$ cat config.mk
export PLATFORM = sky130hd
export DESIGN_NAME = hazard_control_unit
export DESIGN_NICKNAME = d
export VERILOG_FILES = /design/src/rtl/hazard_control_unit_pkg.sv /design/src/rtl/hazard_control_unit_sat_counter.sv /design/src/rtl/hazard_control_unit.sv
export SDC_FILE = /design/constraint.sdc
export NUM_CORES = 1
export LEC_CHECK = 0
export CAP_MARGIN = 10
export CORE_MARGIN = 5
export CORE_UTILIZATION = 39
export CTS_CLUSTER_SIZE = 12
export DETAILED_ROUTE_END_ITERATION = 10
export PLACE_DENSITY = 0.68
export SLEW_MARGIN = 25
export SYNTH_ARGS = -nofsm -noshare
export SYNTH_HDL_FRONTEND = slang
export SYNTH_SLANG_ARGS = --single-unit
$ cat constraint.sdc
create_clock -name clk -period 2.45 [get_ports clk]
set_clock_uncertainty 0.15 [all_clocks]
set_input_delay 0.49 -clock clk [delete_from_list [all_inputs] [get_ports clk]]
set_output_delay 0.49 -clock clk [all_outputs]
set_load 0.01 [all_outputs]
$ cat src/rtl/hazard_control_unit_pkg.sv
// -----------------------------------------------------------------------------
// hazard_control_unit_pkg
// Shared definitions for the pipeline hazard sequencer:
//   - state_t        : watchdog FSM encoding (RUN / MEM_WAIT)
//   - ctrl_t         : bundle of the seven pipeline control outputs
//   - CTRL_*         : control patterns for each hazard resolution
//   - WAIT_W         : width of the memory-wait watchdog counter
//   - MEM_TIMEOUT_DEFAULT : default watchdog limit
// -----------------------------------------------------------------------------
package hazard_control_unit_pkg;

  typedef enum logic {
    ST_RUN      = 1'b0,
    ST_MEM_WAIT = 1'b1
  } state_t;

  // Watchdog limit is bounded to 1..2^16-1, so 16 bits always suffice.
  localparam int WAIT_W              = 16;
  localparam int MEM_TIMEOUT_DEFAULT = 255;

  // Bit order (MSB..LSB) is fixed so patterns can be written as literals.
  typedef struct packed {
    logic pc_we;
    logic if_id_we;
    logic if_id_flush;
    logic id_ex_we;
    logic id_ex_flush;
    logic ex_mem_we;
    logic mem_wb_flush;
  } ctrl_t;

  localparam ctrl_t CTRL_PASS     = 7'b1101010; // normal advance
  localparam ctrl_t CTRL_RESET    = 7'b0010101; // hold everything, NOP all stages
  localparam ctrl_t CTRL_MEM_WAIT = 7'b0000001; // freeze front end, bubble into WB
  localparam ctrl_t CTRL_BRANCH   = 7'b1111110; // squash wrong-path IF/ID and ID/EX
  localparam ctrl_t CTRL_LOAD_USE = 7'b0001110; // hold PC/IF/ID, bubble into EX

endpackage

$ cat src/rtl/hazard_control_unit_sat_counter.sv
// -----------------------------------------------------------------------------
// sat_counter
// Event counter that increments by one when i_inc is high and sticks at
// all-ones instead of wrapping.
// Ports:
//   clk     : clock, rising edge
//   rst_n   : asynchronous active-low reset, clears the count
//   i_inc   : count this cycle
//   o_count : current count value
// -----------------------------------------------------------------------------
module sat_counter #(
  parameter int WIDTH = 32
) (
  input  logic             clk,
  input  logic             rst_n,
  input  logic             i_inc,
  output logic [WIDTH-1:0] o_count
);

  localparam logic [WIDTH-1:0] ONE = WIDTH'(1);

  logic [WIDTH-1:0] r_count;

  always_ff @(posedge clk or negedge rst_n) begin
    if (!rst_n) begin
      r_count <= '0;
    end else if (i_inc && (r_count != '1)) begin
      r_count <= r_count + ONE;
    end
  end

  assign o_count = r_count;

endmodule

$ cat src/rtl/hazard_control_unit.sv
// -----------------------------------------------------------------------------
// hazard_control_unit
// Pipeline sequencer for the 5-stage RV32I core. Resolves the hazards that
// forwarding cannot: load-use (one bubble), taken branch/jump in EX (flush
// IF/ID and ID/EX) and data-memory wait (full freeze with a watchdog).
// Priority is mem_wait > branch > load_use; a losing event is simply held in
// place by the freeze and re-evaluated on the next cycle.
// Ports:
//   clk, rst_n                      : clock / async active-low reset
//   ID_read_register_0/1            : rs1/rs2 of the ID instruction
//   ID_uses_rs_0/1                  : ID instruction actually reads rs1/rs2
//   EX_mem_read                     : EX instruction is a load
//   EX_destination_register         : rd of the EX instruction
//   EX_branch_taken                 : branch/jump resolved taken in EX
//   MEM_mem_access, MEM_mem_ready   : data-memory handshake in MEM
//   pc_write_enable .. MEM_WB_flush : pipeline register controls (combinational)
//   mem_timeout_error               : sticky watchdog flag
//   stall_count, flush_count,
//   mem_wait_count                  : saturating event counters
// -----------------------------------------------------------------------------
module hazard_control_unit
  import hazard_control_unit_pkg::*;
#(
  parameter int CNT_WIDTH   = 32,
  parameter int MEM_TIMEOUT = MEM_TIMEOUT_DEFAULT
) (
  input  logic                 clk,
  input  logic                 rst_n,
  input  logic [4:0]           ID_read_register_0,
  input  logic [4:0]           ID_read_register_1,
  input  logic                 ID_uses_rs_0,
  input  logic                 ID_uses_rs_1,
  input  logic                 EX_mem_read,
  input  logic [4:0]           EX_destination_register,
  input  logic                 EX_branch_taken,
  input  logic                 MEM_mem_access,
  input  logic                 MEM_mem_ready,
  output logic                 pc_write_enable,
  output logic                 IF_ID_write_enable,
  output logic                 IF_ID_flush,
  output logic                 ID_EX_write_enable,
  output logic                 ID_EX_flush,
  output logic                 EX_MEM_write_enable,
  output logic                 MEM_WB_flush,
  output logic                 mem_timeout_error,
  output logic [CNT_WIDTH-1:0] stall_count,
  output logic [CNT_WIDTH-1:0] flush_count,
  output logic [CNT_WIDTH-1:0] mem_wait_count
);

  localparam logic [WAIT_W-1:0] TIMEOUT_V = WAIT_W'(MEM_TIMEOUT);
  localparam logic [WAIT_W-1:0] WAIT_ONE  = WAIT_W'(1);

  // ---------------------------------------------------------------------------
  // Hazard detection
  // ---------------------------------------------------------------------------
  logic w_mem_wait;
  logic w_branch;
  logic w_rs0_hit;
  logic w_rs1_hit;
  logic w_load_use;
  logic w_branch_win;
  logic w_stall_win;

  assign w_mem_wait = MEM_mem_access && !MEM_mem_ready;
  assign w_branch   = EX_branch_taken;
  assign w_rs0_hit  = ID_uses_rs_0 && (ID_read_register_0 == EX_destination_register);
  assign w_rs1_hit  = ID_uses_rs_1 && (ID_read_register_1 == EX_destination_register);
  // x0 is hardwired to zero, so a load "writing" it never creates a dependency.
  assign w_load_use = EX_mem_read && (EX_destination_register != 5'd0)
                      && (w_rs0_hit || w_rs1_hit);

  assign w_branch_win = w_branch && !w_mem_wait;
  assign w_stall_win  = w_load_use && !w_mem_wait && !w_branch;

  // ---------------------------------------------------------------------------
  // Watchdog FSM: state register / next-state / outputs
  // ---------------------------------------------------------------------------
  state_t            r_state;
  state_t            w_state_next;
  logic [WAIT_W-1:0] r_wait_cnt;
  logic [WAIT_W-1:0] w_wait_next;
  logic              r_error;
  ctrl_t             w_ctrl;

  always_ff @(posedge clk or negedge rst_n) begin
    if (!rst_n) begin
      r_state <= ST_RUN;
    end else begin
      r_state <= w_state_next;
    end
  end

  always_comb begin
    w_state_next = r_state;
    w_wait_next  = r_wait_cnt;
    case (r_state)
      ST_RUN: begin
        if (w_mem_wait) begin
          w_state_next = ST_MEM_WAIT;
          w_wait_next  = WAIT_ONE;
        end else begin
          w_wait_next  = '0;
        end
      end
      ST_MEM_WAIT: begin
        if (!w_mem_wait) begin
          w_state_next = ST_RUN;
          w_wait_next  = '0;
        end else if (r_wait_cnt != TIMEOUT_V) begin
          w_wait_next  = r_wait_cnt + WAIT_ONE;
        end
      end
      default: begin
        w_state_next = ST_RUN;
        w_wait_next  = '0;
      end
    endcase
  end

  // The error is raised on the edge where the wait count reaches the limit
  // while memory is still stalled; it then holds until reset. It does not
  // abort the freeze: the pipeline stays frozen for as long as memory stalls.
  always_ff @(posedge clk or negedge rst_n) begin
    if (!rst_n) begin
      r_wait_cnt <= '0;
      r_error    <= 1'b0;
    end else begin
      r_wait_cnt <= w_wait_next;
      if (w_mem_wait && (w_wait_next == TIMEOUT_V)) begin
        r_error <= 1'b1;
      end
    end
  end

  // Controls are a zero-latency function of the current hazards; reset
  // overrides everything so no stage captures garbage while held.
  always_comb begin
    w_ctrl = CTRL_PASS;
    if (!rst_n) begin
      w_ctrl = CTRL_RESET;
    end else if (w_mem_wait) begin
      w_ctrl = CTRL_MEM_WAIT;
    end else if (w_branch) begin
      w_ctrl = CTRL_BRANCH;
    end else if (w_load_use) begin
      w_ctrl = CTRL_LOAD_USE;
    end
  end

  assign pc_write_enable     = w_ctrl.pc_we;
  assign IF_ID_write_enable  = w_ctrl.if_id_we;
  assign IF_ID_flush         = w_ctrl.if_id_flush;
  assign ID_EX_write_enable  = w_ctrl.id_ex_we;
  assign ID_EX_flush         = w_ctrl.id_ex_flush;
  assign EX_MEM_write_enable = w_ctrl.ex_mem_we;
  assign MEM_WB_flush        = w_ctrl.mem_wb_flush;
  assign mem_timeout_error   = r_error;

  // ---------------------------------------------------------------------------
  // Event counters: stall, flush, memory-wait
  // ---------------------------------------------------------------------------
  logic [2:0]           w_inc;
  logic [CNT_WIDTH-1:0] w_count [3];

  assign w_inc = {w_mem_wait, w_branch_win, w_stall_win};

  generate
    for (genvar gi = 0; gi < 3; gi++) begin : g_evt_cnt
      sat_counter #(
        .WIDTH (CNT_WIDTH)
      ) u_cnt (
        .clk     (clk),
        .rst_n   (rst_n),
        .i_inc   (w_inc[gi]),
        .o_count (w_count[gi])
      );
    end
  endgenerate

  assign stall_count    = w_count[0];
  assign flush_count    = w_count[1];
  assign mem_wait_count = w_count[2];

endmodule

# Yosys cells after proc, flatten, opt, wreduce, memory -nomap -nowiden
# Index checks and enable logic that the tools add are counted.
word_totals:
  wordCells: 44
  ff_bits: 114
  inputBits: 23
classes:
  reduce_logical: 17
  bitwise_logic: 1
  muxes: 9
  addsub: 4
  n_eq_ne: 7
ops:
  columns: ["op", "n"]
  rows:
  - ["$add A32 B1 Y32 const B", 3]
  - ["$ne A32 B32 Y1 const B", 3]
  - ["$mux W16", 2]
  - ["$pmux W16 S2", 1]
  - ["$mux W7", 4]
  - ["$add A16 B1 Y16 const B", 1]
  - ["$eq A16 B8 Y1 const B", 1]
  - ["$ne A16 B8 Y1 const B", 1]
  - ["$logic_and A1 B1 Y1", 12]
  - ["$eq A5 B5 Y1", 2]
  - ["$reduce_bool A5 Y1", 1]
  - ["$logic_not A1 Y1", 3]
  - ["$mux W1", 2]
  - ["$logic_or A1 B1 Y1", 1]
  - ["$not A1 Y1", 1]

# Longest topological paths before layout
# Gate-level depths: netlist of run 1.
logic_depth:
  depth_word: 8
  mapped_depth: 9

# Hierarchy
# A second synthesis of run 1 with hierarchy kept.
hier_totals:
  cells_unflattened: 568
  hier_area_um2: 5959.5
by_module_without_submodules:
  columns: ["mod", "area_per_inst_um2", "seq_area_each_um2", "n_inst", "cells_per_inst"]
  rows:
  - ["sat_counter at g_evt_cnt[1].u_cnt ...", 1624.1, 800.8, 2, 151]
  - ["sat_counter at g_evt_cnt[0].u_cnt", 1522.7, 800.8, 1, 140]
  - ["hazard_control_unit", 1188.6, 450.4, 1, 126]

# Worst setup path before layout of run 1
# Ideal clock, no wire load.
synth_timing:
  path_kind: "input -> output"
  start: "input EX_destination_register[0]"
  end: "output pc_write_enable"
  t_arrival_ps: 1794
  path_slack_ps: 16
  cell_stages: 5
  cell_sequence: "or4_1 -> o211ai_1 -> nor2_1 -> nor2_1 -> buf_4"
synth_between:
  elab_chain_cells: 8
  word_cells_on_any_way: 12
  classes_between: "eq/ne (2); mux (4); reduce/logical (6)"
synth_rtl:
  columns: ["item", "line", "source"]
  rows:
  - ["from (decl)", "hazard_control_unit.sv:34", "input logic [4:0] EX_destination_register,"]
  - ["$eq A5 B5 Y1 (on tied branches)", "hazard_control_unit.sv:67, hazard_control_unit.sv:68", null]
  - ["$logic_and A1 B1 Y1 (on tied branches)", "hazard_control_unit.sv:67, hazard_control_unit.sv:68", null]
  - ["$logic_or A1 B1 Y1", "hazard_control_unit.sv:71", "&& (w_rs0_hit || w_rs1_hit);"]
  - ["$logic_and A1 B1 Y1 (*)", "hazard_control_unit.sv:71", null]
  - ["$mux W7 (*)", "hazard_control_unit.sv:146", "end else if (w_load_use) begin"]
  - ["$mux W7 (*)", "hazard_control_unit.sv:144", "end else if (w_branch) begin"]
  - ["$mux W7 (*)", "hazard_control_unit.sv:142", "end else if (w_mem_wait) begin"]
  - ["$mux W7 (*)", "hazard_control_unit.sv:140", "if (!rst_n) begin"]
  - ["to (decl)", "hazard_control_unit.sv:38", "output logic pc_write_enable,"]
# Mark *: on every way between the ends. The rest lies on a longest branch, timed or not.

# Worst setup path after layout of run 1
layout_timing:
  start: "input ID_read_register_1[4]"
  end: "output ID_EX_flush"
layout_between:
  elab_chain_cells: 8
layout_rtl:
  columns: ["item", "line", "source"]
  rows:
  - ["from (decl)", "hazard_control_unit.sv:30", "input logic [4:0] ID_read_register_1,"]
  - ["$eq A5 B5 Y1", "hazard_control_unit.sv:68", "assign w_rs1_hit = ID_uses_rs_1 && (ID_read_register_1 == EX_destination_register);"]
  - ["$logic_and A1 B1 Y1", "hazard_control_unit.sv:68", null]
  - ["$logic_or A1 B1 Y1", "hazard_control_unit.sv:71", null]
  - ["$logic_and A1 B1 Y1", "hazard_control_unit.sv:71", null]
  - ["$mux W7", "hazard_control_unit.sv:146", null]
  - ["$mux W7", "hazard_control_unit.sv:144", null]
  - ["$mux W7", "hazard_control_unit.sv:142", null]
  - ["$mux W7", "hazard_control_unit.sv:140", null]
  - ["to (decl)", "hazard_control_unit.sv:42", "output logic ID_EX_flush,"]
# No other way between the ends.

==> results of run 1 <==
per-layer routing:
layer,vias up,part of all wire [%],GRT usage [%]
met1,2244,43,22.0
met4,0,2.5,7.72
met2,128,49,29.1
li1,2219,-,-
met5,-,0,0
met3,28,5.7,5.44
sequential cells by signal, indices dropped and copies added (netlist names):
signal                   count
g_evt_cnt.u_cnt.o_count     96
mem_timeout_error            1
r_state                      1
r_wait_cnt                  16
power groups by stage:
| stage | clock, µW | combinational [µW] | sequential, µW |
|---|---|---|---|
| CTS | 2550 | 667 | 2160 |
| finish | 2480 | 658 | 2160 |
| detailed placement | 0 | 668 | 2180 |
| floorplan | 0 | 211 | 2200 |
| global route | 2630 | 726 | 2170 |
| global placement | 0 | 652 | 2170 |
cells in the final DEF (no fill, tap or decap), types with 4 or more instances in the layout:
cell type,netlist,routed
a21oi_1,4,4
clkdlybuf4s50_1,0,103
dfrtp_1,114,114
ha_1,4,4
buf_4,2,62
clkbuf_16,0,17
xnor2_2,0,5
clkbuf_1,8,4
inv_1,7,7
and2_1,7,7
nand4_1,38,38
nor3_1,12,11
nor2_1,42,41
dlygate4sd2_1,0,10
nor4_1,7,5
and4_1,10,10
clkbuf_8,0,4
xnor2_1,94,89
xor2_1,20,20
and3_1,20,19
nand2_1,47,47
buf_6,1,6
nand3_1,47,46
stage by stage:
step	util, %	TNS (ns)	setup WS, ns	cells	hold WS, ns
detailed placement	53.4	-15.67	-0.743	877	0.313
global route	58.2	-0.0777	-0.0777	909	0.112
finish	58.2	0	0.0525	909	0.0636
global placement	53.4	-12.52	-0.712	877	0.310
CTS	57.9	0	0.00301	908	0.0649
floorplan	-	0	0.0159	522	0.0444
worst max-delay path: cells and delay by family:
family / cells / cell delay [ns]
compound gates: 3 / 0.41
xor+xnor: 1 / 0.16
buf+inv: 3 / 0.57
simple gates: 1 / 0.12
final cells by class:
cell class                 instances  area [µm²]  share of cell area (%)
sequential                       114        2850                    35.5
multi-input combinational        387        2630                    32.7
timing repair buffer             190        1710                    21.3
clock buffer                      25         495                    6.16
tap                              180         225                    2.80
clock inverter                     5         100                    1.24
inverter                           8        30.0                   0.373
what timing repair did:
action,CTS,global route
resized for setup,55,17
gates cloned,0,0
hold buffers,0,0
pin swaps,18,18
endpoints found under the setup margin,8,21
setup buffers,1,1
cells by family after synthesis:
kind of cell / Yosys count / synth area share (%)
AOI/OAI and AO/OA: 19 / 2.78
xor gates and xnor gates: 114 / 18.2
adders and majority gates: 4 / 0.911
buffers and inverters: 21 / 1.75
DFF: 114 / 51.9
muxes: 5 / 0.979
and+or+nand+nor: 245 / 23.5
worst paths after layout:
path | start | to | slack [ns] | depth (start not counted)
max | ID_read_register_1[4] | ID_EX_flush | 0.05 | 8
min | rst_n | g_evt_cnt[0].u_cnt.o_count[11] | 0.06 | 2
max reg2reg | r_wait_cnt[11] | mem_timeout_error | 0.07 | 8
min reg2reg | r_state | r_wait_cnt[0] | 0.31 | 1
max in group asynchronous | rst_n | g_evt_cnt[2].u_cnt.o_count[24] | 1.38 | 2
min in group clk | r_state | r_wait_cnt[0] | 0.31 | 1
==> flow_metrics.py, run 1 <==
metrics = {
    "cells_and_area": {
        "fin_area_um2": 8040,
        "diodes": 0,
        "nets": 745,
        "nFillCells": 1181,
        "drive_gt1_share_pct": 17.1,
        "syn_to_final_growth_pct": 46.4,
    },
    "die": {
        "die_area_um2": 16600,
        "rows": 43,
        "top_level_ports": 127,
        "start_util_pct": 39.7,
        "die_w_um": 129,
        "die_h_um": 129,
        "core_um2": 13800,
    },
    "timing": {
        "hold_viol_final": 0,
        "period_share_pct": 97.9,
        "slew_violations": 0,
        "finalCriticalPeriod_ns": 2.40,
        "tightest_slew_ns": 0.882,
        "setup_viol": 0,
        "max_clock_freq_ghz": 0.417,
        "rsz0062_at_grt": "yes",
        "max_slew_margin_pct": 41.2,
    },
    "logic_synthesis": {
        "syn_nets": 549,
        "synthTopCellsByCount": "dfrtp_1, xnor2_1, nand2_1, nand3_1, nor2_1",
        "syn_area_um2": 5490,
        "synth_most_common_cell": "dfrtp_1",
        "yosys_warnings": 0,
        "yosys.area.top_type": "dfrtp_1",
        "syn_inst": 522,
        "synth-seq-cells": 114,
        "synthArstFlopShare_pct": 100,
        "synth_area_per_cell_um2": 10.5,
        "synth-main-ff-cell": "dfrtp_1",
        "yosys-top-cells-area": "dfrtp_1, xnor2_1, nand4_1",
        "synth-edff-count": 0,
        "ys_types": 44,
        "synth.top_cell.area_share_pct": 51.9,
        "ys_seq_area_share_pct": 51.9,
    },
    "place": {
        "gp_congestion": 0.865,
        "port_buffers": 126,
        "dpl_cell_area_um2": 7380,
        "dp_hpwl_um": 10300,
    },
    "cts": {
        "cts-root-buf": "clkbuf_16",
        "path_clk_slew_ns": 0.05,
        "cts_buffer_depth": 2,
        "clkLatencyLatePin_ns": 0.41,
        "cts_tree": "done",
        "numCtsBuffers": 17,
        "cts_max_level": 4,
        "clkSinkCount": 114,
    },
    "setup_path": {
        "critPathArrivalTime_ns": 1.76,
        "cp-start-kind": "input port",
        "crit_path_end_kind": "output port",
        "crit_type": "in2out",
        "cp.required_ns": 1.81,
        "cp_slowest_cell": "dlygate4sd2_1",
        "path_max_fanout": 2,
        "max_stage_delay_ns": 0.26,
        "cp_cell_sequence": "dlygate4sd2_1 > xnor2_2 > nand4_1 > o22ai_1 > o211ai_1 > buf_4 > o21bai_1 > buf_2",
    },
    "power_and_ir_drop": {
        "ir_drop_uv": 386,
        "power.switching_uw": 1240,
        "p_clk_share_pct": 46.9,
        "power_uw": 5300,
        "power_leakage_uw": 0.00345,
        "seqPwrFrac_pct": 40.7,
        "p_int_uw": 4050,
        "power_frac_comb_pct": 12.4,
        "p_per_area_nw_per_um2": 659,
        "p_sw_share_pct": 23.5,
    },
    "global_route": {
        "grt_max_degree": 71,
        "grt_overflow_total": 0,
        "grt_pass1_vias": 4709,
        "grt_pass1_wl_um": 23700,
        "track_usage_pct": 17.9,
        "antenna_found_initial": 0,
    },
    "routing": {
        "dr_total_vias": 4619,
        "post-route-drc-count": 0,
        "detail-route-antenna-nets": 0,
        "post_drt_wl_per_cell_um": 15.4,
        "dr.first_iter.drc_count": 178,
        "wl_um": 14000,
        "first_pass_iters": 4,
        "viasPerCell": 5.08,
    },
    "worst_hold_path": {
        "min_path_type": "in2async",
    },
    "run": {
        "max_cap_viol_count": 0,
    },
    "run_status": {
        "status": "completed",
    },
}
Note: power is estimated with default switching activity, not from simulation.
==> run 2: changes to the inputs <==
--- a/config.mk
+++ b/config.mk
@@ -5,13 +5,13 @@
 export SDC_FILE = /design/constraint.sdc
 export NUM_CORES = 1
 export LEC_CHECK = 0
-export CAP_MARGIN = 10
+export CAP_MARGIN = 30
 export CORE_MARGIN = 5
 export CORE_UTILIZATION = 39
 export CTS_CLUSTER_SIZE = 12
 export DETAILED_ROUTE_END_ITERATION = 10
 export PLACE_DENSITY = 0.68
-export SLEW_MARGIN = 25
+export SLEW_MARGIN = 10
 export SYNTH_ARGS = -nofsm -noshare
 export SYNTH_HDL_FRONTEND = slang
 export SYNTH_SLANG_ARGS = --single-unit
==> run 2 against run 1 <==
Compared with the run above:
- critical path depth did not move
- non-clock buffer count rose by 2
- routed wire length barely moved
- register-to-register slack barely moved
- critical endpoint unchanged
- largest cell class unchanged
==> flow_metrics.py, run 2 (synthesis results as in run 1) <==
metrics = {
    "run_status": {
        "status": "completed",
    },
    "timing": {
        "finalCriticalPeriod_ns": 2.40,
        "period_share_pct": 97.9,
        "max_clock_freq_ghz": 0.417,
        "setup_viol": 0,
        "max_slew_margin_pct": 62.2,
        "slew_violations": 0,
        "rsz0062_at_grt": "yes",
        "tns_ns": 0,
        "fin_ws_ns": 0.0525,
        "tightest_slew_ns": 0.566,
        "hold_viol_final": 0,
    },
    "routing": {
        "post_drt_wl_per_cell_um": 15.3,
        "first_pass_iters": 4,
        "post-route-drc-count": 0,
        "dr_total_vias": 4613,
        "wl_um": 14000,
        "dr.first_iter.drc_count": 173,
        "detail-route-antenna-nets": 0,
        "viasPerCell": 5.06,
    },
    "setup_path": {
        "cp-start-kind": "input port",
        "crit_type": "in2out",
        "cp.required_ns": 1.81,
        "r2r_setup_slack_ns": 0.07,
        "r2r-start": "r_wait_cnt[11]",
        "path_max_fanout": 2,
        "crit_start": "ID_read_register_1[4]",
        "crit_path_end_kind": "output port",
        "critPathArrivalTime_ns": 1.76,
    },
    "cells_and_area": {
        "final_cell_mix": "dfrtp_1, clkdlybuf4s50_1, xnor2_1",
        "syn_to_final_growth_pct": 47.1,
        "diodes": 0,
        "drive_gt1_share_pct": 17.2,
        "mostFrequentLayoutCell": "dfrtp_1",
        "nFillCells": 1174,
        "largest_reg_flops": 96,
        "multi_input_area_um2": 2630,
        "regArea_um2": 2850,
        "nets": 747,
    },
    "global_route": {
        "grt_pass1_wl_um": 23700,
        "grt_overflow_total": 0,
        "grt_max_degree": 71,
        "track_usage_pct": 17.9,
        "grt_pass1_vias": 4709,
        "antenna_found_initial": 0,
    },
    "power_and_ir_drop": {
        "power_frac_comb_pct": 12.5,
        "ir_drop_uv": 386,
        "p_sw_share_pct": 23.5,
        "p_clk_share_pct": 46.9,
        "power_leakage_uw": 0.00346,
        "power.switching_uw": 1250,
        "p_int_uw": 4060,
        "seqPwrFrac_pct": 40.6,
        "p_per_area_nw_per_um2": 657,
    },
    "cts": {
        "cts_tree": "done",
        "clkSinkCount": 114,
        "cts_buffer_depth": 2,
        "cts_max_level": 4,
        "clkLatencyLatePin_ns": 0.41,
        "numCtsBuffers": 17,
        "cts-root-buf": "clkbuf_16",
        "path_clk_slew_ns": 0.05,
    },
    "run": {
        "max_cap_viol_count": 0,
    },
    "die": {
        "die_w_um": 129,
        "core_um2": 13800,
        "rows": 43,
        "start_util_pct": 39.7,
        "top_level_ports": 127,
        "die_area_um2": 16600,
        "die_h_um": 129,
    },
    "place": {
        "port_buffers": 126,
        "dp_hpwl_um": 10300,
        "gp_congestion": 0.865,
        "post-place-ws_ns": -0.743,
    },
    "worst_hold_path": {
        "min_from": "r_state",
        "min_path_type": "reg2reg",
    },
}
run 2: area by class of cell:
type	count	share of cell area, %
multi-input cells	387	32.5
well taps	180	2.79
repair buffers	192	21.6
clock inverters	5	1.24
clock buffers	25	6.13
inverters	8	0.372
flip-flops and latches	114	35.3
run 2: timing repair:
| item | 4_1_cts | 5_1_grt |
|---|---|---|
| setup endpoints to repair | 8 | 21 |
| hold buffers | 0 | 1 |
| gates resized for setup | 55 | 17 |
| hold endpoints to repair | 0 | 7 |
| pin swaps | 18 | 18 |
| setup buffers | 1 | 1 |
run 2: path summary, 6_finish.rpt:
kind | cells after the start | to
max in group asynchronous | 3 | g_evt_cnt[1].u_cnt.o_count[4]
max | 8 | ID_EX_flush
max reg2reg | 8 | mem_timeout_error
min reg2reg | 1 | r_wait_cnt[0]
min in group asynchronous | 3 | g_evt_cnt[0].u_cnt.o_count[16]
min | 1 | r_wait_cnt[0]
run 2: stage by stage:
stage | instance area, µm² | utilization [%] | total power [µW] | hold slack, ns | cells
global route | 8080 | 58.4 | 5540 | 0.344 | 911
global placement | 7380 | 53.4 | 2820 | 0.310 | 877
finish | 8080 | 58.4 | 5310 | 0.310 | 911
floorplan | 5490 | - | 2410 | 0.0444 | 522
detailed placement | 7380 | 53.4 | 2850 | 0.313 | 877
CTS | 8000 | 57.9 | 5370 | 0.0649 | 908
run 2: power by group through the flow:
| stage | logic (µW) | registers, µW | clock network, µW |
|---|---|---|---|
| after global placement | 652 | 2170 | 0 |
| after floorplan | 211 | 2200 | 0 |
| after CTS | 667 | 2160 | 2550 |
| after global routing | 733 | 2170 | 2630 |
| after detailed placement | 668 | 2180 | 0 |
| final | 665 | 2160 | 2490 |
run 2: metal layers:
layer  vias up  GRT usage [%]  wire length (µm)
li1       2223              -                 -
met3        28           5.44               762
met5         -              0                 0
met2       121           29.1              6860
met4         0           7.72               348
met1      2241           22.0              5990
run 2: critical path: stages:
cell	delay, ns
dlygate4sd2_1	0.26
xnor2_2	0.16
nand4_1	0.12
o22ai_1	0.16
o211ai_1	0.14
buf_4	0.16
o21bai_1	0.11
buf_2	0.15
